## config.mk

```make
export PLATFORM = sky130hd
export DESIGN_NAME = lsp_grid_search_ctrl
export DESIGN_NICKNAME = d
export VERILOG_FILES = /design/src/rtl/lsp_grid_search_ctrl.sv
export SDC_FILE = /design/constraint.sdc
export NUM_CORES = 1
export LEC_CHECK = 0
export CELL_PAD_IN_SITES_DETAIL_PLACEMENT = 0
export CELL_PAD_IN_SITES_GLOBAL_PLACEMENT = 2
export CORE_MARGIN = 2
export CORE_UTILIZATION = 28
export CTS_CLUSTER_SIZE = 28
export DETAILED_ROUTE_END_ITERATION = 10
export DONT_BUFFER_PORTS = 1
export HOLD_SLACK_MARGIN = 0.05
export PLACE_DENSITY_LB_ADDON = 0.2
export SYNTH_ARGS = -nofsm -noshare
export SYNTH_HDL_FRONTEND = slang
export SYNTH_SLANG_ARGS = --single-unit
```

## constraint.sdc

```tcl
create_clock -name clk -period 3.2 [get_ports clk]
set_clock_uncertainty 0.15 [all_clocks]
set_input_delay 0.48 -clock clk [delete_from_list [all_inputs] [get_ports clk]]
set_output_delay 0.48 -clock clk [all_outputs]
set_load 0.01 [all_outputs]
```

## src/rtl/lsp_grid_search_ctrl.sv

```systemverilog
// Grid-walk sequencer for the A(z)-to-LSP root search.
// Evaluates Chebps_11 at each grid point and emits sign-change interval records.
module lsp_grid_search_ctrl #(
  parameter int GRID_POINTS = 51,
  parameter int MAX_ROOTS   = 10,
  parameter int POLY_ORDER  = 5
) (
  input  logic        clk,
  input  logic        reset,
  input  logic        start,
  output logic [5:0]  gridAddr,
  input  logic [15:0] gridData,
  output logic        chebStart,
  output logic [15:0] chebX,
  output logic [15:0] chebPolyOrder,
  input  logic        chebDone,
  input  logic [15:0] chebIn,
  output logic        intervalWe,
  output logic [3:0]  intervalAddr,
  output logic [5:0]  intervalIdx,
  output logic [3:0]  rootCount,
  output logic        done
);

  localparam logic [5:0] LAST_J = 6'(GRID_POINTS - 1);
  localparam logic [3:0] MAX_RC = 4'(MAX_ROOTS);

  typedef enum logic [2:0] {
    IDLE,
    FETCH,
    ISSUE,
    WAIT,
    CHECK,
    NEXT,
    DONE
  } state_t;

  state_t      state_q;
  logic [5:0]  j_q;
  logic [15:0] ylow_q;
  logic [15:0] yhigh_q;
  logic        first_q;
  logic [15:0] x_q;
  logic        cs_q;
  logic        we_q;
  logic [3:0]  waddr_q;
  logic [5:0]  widx_q;
  logic [3:0]  rc_q;
  logic        done_q;

  logic        root_d;
  logic [3:0]  rc_d;
  logic [5:0]  j_d;

  // Sign test equivalent to L_mult(yLow, yHigh) <= 0.
  always_comb begin
    root_d = (ylow_q == 16'd0) || (yhigh_q == 16'd0) ||
             (ylow_q[15] != yhigh_q[15]);
    rc_d   = rc_q + 4'd1;
    j_d    = j_q + 6'd1;
  end

  always_ff @(posedge clk or posedge reset) begin
    if (reset) begin
      state_q <= IDLE;
      j_q     <= '0;
      ylow_q  <= '0;
      yhigh_q <= '0;
      first_q <= 1'b0;
      x_q     <= '0;
      cs_q    <= 1'b0;
      we_q    <= 1'b0;
      waddr_q <= '0;
      widx_q  <= '0;
      rc_q    <= '0;
      done_q  <= 1'b0;
    end else begin
      unique case (state_q)
        IDLE: begin
          if (start) begin
            j_q     <= '0;
            rc_q    <= '0;
            done_q  <= 1'b0;
            first_q <= 1'b1;
            state_q <= FETCH;
          end
        end
        FETCH: begin
          x_q     <= gridData;
          cs_q    <= 1'b1;
          state_q <= ISSUE;
        end
        ISSUE: begin
          cs_q    <= 1'b0;
          state_q <= WAIT;
        end
        WAIT: begin
          if (chebDone) begin
            yhigh_q <= chebIn;
            state_q <= CHECK;
          end
        end
        CHECK: begin
          if (!first_q && root_d) begin
            we_q    <= 1'b1;
            waddr_q <= rc_q;
            widx_q  <= j_q;
            rc_q    <= rc_d;
          end
          ylow_q  <= yhigh_q;
          first_q <= 1'b0;
          state_q <= NEXT;
        end
        NEXT: begin
          we_q <= 1'b0;
          if (rc_q == MAX_RC || j_q == LAST_J) begin
            state_q <= DONE;
          end else begin
            j_q     <= j_d;
            state_q <= FETCH;
          end
        end
        DONE: begin
          done_q  <= 1'b1;
          state_q <= IDLE;
        end
        default: state_q <= IDLE;
      endcase
    end
  end

  assign gridAddr      = j_q;
  assign chebStart     = cs_q;
  assign chebX         = x_q;
  assign chebPolyOrder = 16'(POLY_ORDER);
  assign intervalWe    = we_q;
  assign intervalAddr  = waddr_q;
  assign intervalIdx   = widx_q;
  assign rootCount     = rc_q;
  assign done          = done_q;

endmodule

```

==> results.md, run 1 <==
* Status: finished, final reports clean
* Synth area leaders: dfrtp_1 (57%), mux2_2 (20%), buf_4 (3.7%)
* Reg clk slew, reported paths at about 60 ps
* Final WL at ~6100 um
* Fillers at around 1200
* DP HPWL at around 4300 um
* Top cell type's share of synthesized area at a little under three fifths
* Full die area at approximately 13000 um2
* # IOs at between 90 and 100
* Register area share after synthesis at 57.4%
* Crit-path max cell delay at about 500 ps
* 1st-pass router iterations at 3
* N_diodes at 0
* CTS Buf Count at 9
* Hold Vio Cnt, Final at 0
* Post-synth ARST share at 100%
* CTS H-tree lvls at 3
* Synthesized instance count at approximately 240
* Vias in the first global route at 1894
* Antenna viol nets, final at 0
* Crit path max fanout at 7
* Tot GR Track Use at around a tenth
* Worst Tran Pin Value at 947 ps
* Final setup fails at 0
* Final core utilization at between 30% and 40%
* Initial Utilization at roughly 29%
* CP top delay family: simple AND/OR/NAND/NOR gates
* Slew Limit Fails at 0
* Period minus WS final at about 2300 ps
* RSZ-0062 raised after global routing: false
* Critical path data required time at 3310 ps
* Max-Cap Viols at 0
* Core area at ~11000 um2
* CTS max path bufs at 2
* CP endpoint kind: register
* Final period util at a little over 70%
* Critical path class: reg2reg
* Pleak at roughly 0.0016 uW
* Die W at roughly 110 um
* CTS sink cnt at 75
* Share of layout cells above drive strength 1 at about 33%
* DRC viols at 0
* Ys Warns at 0
* VDD IR max at ~0.44 mV
* CP Buf/Inv Count at 1
* CTS root buf: clkbuf_16
* I/O Buffers at 0
* Number of DRC markers in iteration 0 at 51
* Final TNS setup at 0 ps
* Mapped Avg Cell Area at between 10 and 15 um2
* #FFs+latches synth at 75
* Slew HR at 36.5%
* Total grt overflow at 0
* DR WL/cell at around 15 um
* CTS tree: done
* Synth area leader: dfrtp_1
* Min-Delay Path Class: in2reg
* F_max at around 430 MHz
* Largest net degree at the start of global routing at 43
* NumNets Final at between 200 and 300
* Area delta synth->final at 12.7%
* WP data arrival at about 2400 ps
* Cell Area, Synth at roughly 3300 um2
* Critical-path top delay cell: dfrtp_1
* Count leader, synth: dfrtp_1
* Mean number of vias per cell at around 4.6
* Pwr per Cell Area at ~970 nW/um2
* Row cnt at 39
* Synth cell count leaders: dfrtp_1 (75), mux2_2 (59), buf_4 (16)
* CP startpoint kind: register
* CP Cell Sequence: inv_1, ha_1, and4bb_4, a211oi_4, nand4_1, or3_1, a21oi_1
* Post-synth EDFFs at 0
* Post-synth cell types at 35
* DR vias at 1820
* Global-route wire length before repair at around 10000 um
* GPL Wtd Cong at ~0.7
* Clock Latency Late Sink at roughly 340 ps
* Top FF cell, synth: dfrtp_1
* Total Power at approximately 3600 uW
* Antenna violations before repair at 0
* Vert. Die Dim at around 110 um
-- cells by family after synthesis --
group	after synthesis	share of synthesized area (%)
flops	75	57.4
mux	62	21.2
simple gates	45	8.23
buf+inv	30	6.24
compound gates	23	4.59
fa+ha+maj	4	1.53
other cells	2	0.230
xor+xnor	2	0.536
-- flip-flops by register name, indices dropped and copies added (netlist names), 3 cells and up --
register / cells
chebX: 16
yhigh_q: 16
ylow_q: 16
gridAddr: 6
intervalIdx: 6
intervalAddr: 4
rootCount: 4
state_q: 3
-- where the power goes --
group,total (uW),switching [uW],internal [uW]
clock,1040,408,633
sequential,1770,418,1350
combinational,782,314,467
total,3590,1140,2450
-- cells in the final DEF, fill, tap and decap left out, types with 2 or more instances in the layout --
master	count
a21oi_1	4
o21ai_0	13
buf_4	3
nand4_1	2
nor2_1	5
xor2_1	2
and3_1	2
conb_1	16
nand3_1	9
ha_1	4
clkinv_4	2
inv_1	5
inv_6	2
mux2i_1	3
mux2_2	59
clkbuf_16	9
nor4_1	8
dfrtp_1	75
nand2_1	10
-- per-layer routing --
| metal | vias to the layer above | part of all wire, % | global-route usage (%) |
|---|---|---|---|
| met5 | - | 0 | 0 |
| met4 | 0 | 2.0 | 4.63 |
| met3 | 11 | 5.8 | 4.86 |
| met2 | 47 | 49 | 16.5 |
| met1 | 918 | 44 | 12.5 |
| li1 | 844 | - | - |
-- worst paths after layout --
path	depth (start not counted)	endpoint	from	slack, ps
setup / recovery	7	gridAddr[5]	gridAddr[0]	880
hold / removal	1	yhigh_q[5]	chebIn[5]	140
setup reg to reg	7	gridAddr[5]	gridAddr[0]	880
hold reg to reg	1	ylow_q[0]	ylow_q[0]	350
max in group asynchronous	3	ylow_q[6]	reset	1740
min in group asynchronous	2	gridAddr[1]	reset	530
-- area by class of cell --
type | instances | area, um2 | share of cell area, %
clock inverter | 6 | 72.6 | 1.97
tap | 143 | 179 | 4.86
multi-input combinational | 152 | 1240 | 33.7
timing repair buffer | 5 | 52.6 | 1.43
clock buffer | 10 | 239 | 6.49
inverter | 6 | 23.8 | 0.645
sequential | 75 | 1880 | 50.9
-- what timing repair did --
item                       4_1_cts  5_1_grt
setup buffers                    0        0
setup endpoints to repair        0        0
hold endpoints to repair        33        0
hold buffers                     1        0
resized for setup                0        0
-- through the flow --
step	setup slack, ps	cells	hold slack (ps)	cell area, um2
global route	727	397	115	3680
detailed placement	887	380	324	3360
CTS	865	397	123	3680
global placement	883	380	330	3360
floorplan	660	257	331	3320
finish	882	397	136	3680
-- worst reg2reg max path, stage by stage (launching register included) --
cell and delay (ps):
dfrtp_1 500, inv_1 80, ha_1 210, and4bb_4 210, a211oi_4 350, nand4_1 230, or3_1 390, a21oi_1 140
(Power assumes the default switching activity.)
==> inputs of run 2 (changes only) <==
clock period = 1.9 ns   (was 3.2 ns; I/O delays follow)
==> results.md, run 2 (synthesis results as in run 1) <==
* Number of DRC markers in iteration 0 at 57 (+12%)
* Final setup fails at 6 (+6)
* I/O Buffers at 0 (unchanged)
* Final hold slack at 62.9 ps (-73.1 ps)
* Max-Cap Viols at 0 (unchanged)
* NumNets Final at 356 (+23%)
* Most frequent cells in the layout: dfrtp_1 (71), mux2_2 (59), dlygate4sd3_1 (35)
* CTS tree: done
* F_max at 514 MHz (+19%)
* N_diodes at 0 (unchanged)
* Hold path start: start
* Mean number of vias per cell at 4.45 (-2.9%)
* DRC viols at 0 (unchanged)
* 1st-pass router iterations at 4 (+1)
* Hold Vio Cnt, Final at 0 (unchanged)
* Crit path max fanout at 7 (unchanged)
* WP data arrival at 2010 ps (-420 ps)
* CTS root buf: clkbuf_16
* Worst r2r dst: rootCount[3]
* DP HPWL at 4970 um (+17%)
* Antenna violations before repair at 0 (unchanged)
* Share of layout cells above drive strength 1 at 41.1% (+7.7 points)
* Reg clk slew, reported paths at 60 ps (about the same)
* Pleak at 0.00194 uW (+19%)
* Setup Fix Bufs, Post-CTS at 0 (unchanged)
* Final WL at 7070 um (+15%)
* Critical path class: reg2reg
* Initial Utilization at 28.6% (unchanged)
* Antenna viol nets, final at 0 (unchanged)
* Tot GR Track Use at 12.0% (+1.4 points)
* Pwr per Cell Area at 1510 nW/um2 (+55%)
* DR WL/cell at 15.2 um (-1.6%)
* GPL Wtd Cong at 0.693 (+1.1%)
* Global-route wire length before repair at 11600 um (+15%)
* Failing checks: negative setup slack
* Final cell count without fillers at 464 (+17%)
* Vert. Die Dim at 112 um (unchanged)
* FF-to-FF Start: yhigh_q[15]
* RSZ-0062 raised after global routing: true
* Min-Delay Path Depth at 3 (+2)
* Final WS setup at -44.1 ps (-926 ps)
* CP startpoint kind: register
* DR vias at 2066 (+14%)
* Vias in the first global route at 2183 (+15%)
* Die W at 112 um (unchanged)
* VDD IR max at 0.712 mV (+62%)
* Most common cell after layout, fill and taps aside: dfrtp_1
* Hold Path End: done
* Period minus WS final at 1940 ps (-374 ps)
* CTS max path bufs at 2 (unchanged)
* Critical path data required time at 1960 ps (-1350 ps)
* Slew Limit Fails at 0 (unchanged)
* Row cnt at 39 (unchanged)
* CTS sink cnt at 75 (unchanged)
* Min-Delay Path Class: in2reg
* Area delta synth->final at 33.3%
* Critical Path Source: yhigh_q[15]
* CTS H-tree lvls at 3 (unchanged)
* Clock Latency Late Sink at 330 ps (about the same)
* Worst R2R Path Depth at 7 (unchanged)
* Total grt overflow at 0 (unchanged)
* # IOs at 91 (unchanged)
* CTS Buf Count at 9 (unchanged)
* Status: complete, but fails checks
* Full die area at 12600 um2 (unchanged)
* Final period util at 102% (+30 points)
* Inst Count DP at 415 (+9.2%)
* Largest net degree at the start of global routing at 33 (-23%)
* Core area at 11400 um2 (unchanged)
* Flop-to-flop setup slack at -40 ps (-930 ps)
* CP endpoint kind: register
[run 2: cell types whose count changed in the layout (fill, tap and decap cells not counted), moves of 4 or more]
| cell | previous run | this run |
|---|---|---|
| dlygate4sd3_1 | 1 | 35 |
| buf_4 | 3 | 32 |
| nor4_1 | 8 | 3 |
| dfrtp_1 | 75 | 71 |
| dfrtp_2 | 0 | 4 |
| nor4_2 | 0 | 4 |
[run 2: metrics by stage]
stage | total power, uW | setup WS [ps] | area, um2 | utilization, % | TNS [ps]
4_1_cts | 6670 | -49.2 | 4340 | 38.0 | -301
3_3_place_gp | 4790 | -168 | 3680 | 32.2 | -1660
5_1_grt | 7030 | -152 | 4360 | 38.2 | -1620
3_5_place_dp | 4830 | -170 | 3680 | 32.2 | -1680
6_report | 6580 | -44.1 | 4360 | 38.2 | -86.8
2_1_floorplan | 4080 | -43.1 | 3340 | - | -43.1
[run 2: layer usage]
layer  part of all wire, %  wire length, um  vias up  global-route usage (%)
met5                     0                0        -                       0
met4                   1.8              125        0                    4.63
met3                   5.2              370        9                    4.43
met2                    51             3580       53                    19.4
met1                    42             2990     1024                    14.6
li1                      -                -      980                       -
[run 2: cell type report]
cell class | count | area, um2
clock buffers | 9 | 225
clock inverters | 7 | 73.8
fillers | 1136 | 7060
inverters | 6 | 26.3
multi-input cells | 152 | 1290
flip-flops and latches | 75 | 1880
well taps | 143 | 179
repair buffers | 72 | 682
[run 2: worst max-delay path: stages, from the launching register on]
cell	delay (ps)
dfrtp_1	420
xor2_1	160
a41o_1	220
o21a_1	220
buf_12	140
buf_6	110
and3_1	150
a221o_1	260
[run 2: how the worst max path moves through the flow]
stage | end | slack, ps
floorplan | gridAddr[5] | -40
global placement | rootCount[3] | -170
detailed placement | rootCount[3] | -170
CTS | rootCount[3] | -50
global route | gridAddr[5] | -150
finish | rootCount[3] | -40
[run 2: power by group]
group	switching (uW)	internal, uW
Clock	686	1030
Sequential	623	2280
Combinational	779	1180
[run 2: what timing repair did]
| action | CTS | global route |
|---|---|---|
| setup endpoints to repair | 14 | 15 |
| resized for setup | 5 | 3 |
| hold endpoints to repair | 98 | 0 |
| pin swaps | 4 | 0 |
| hold buffers | 35 | 0 |
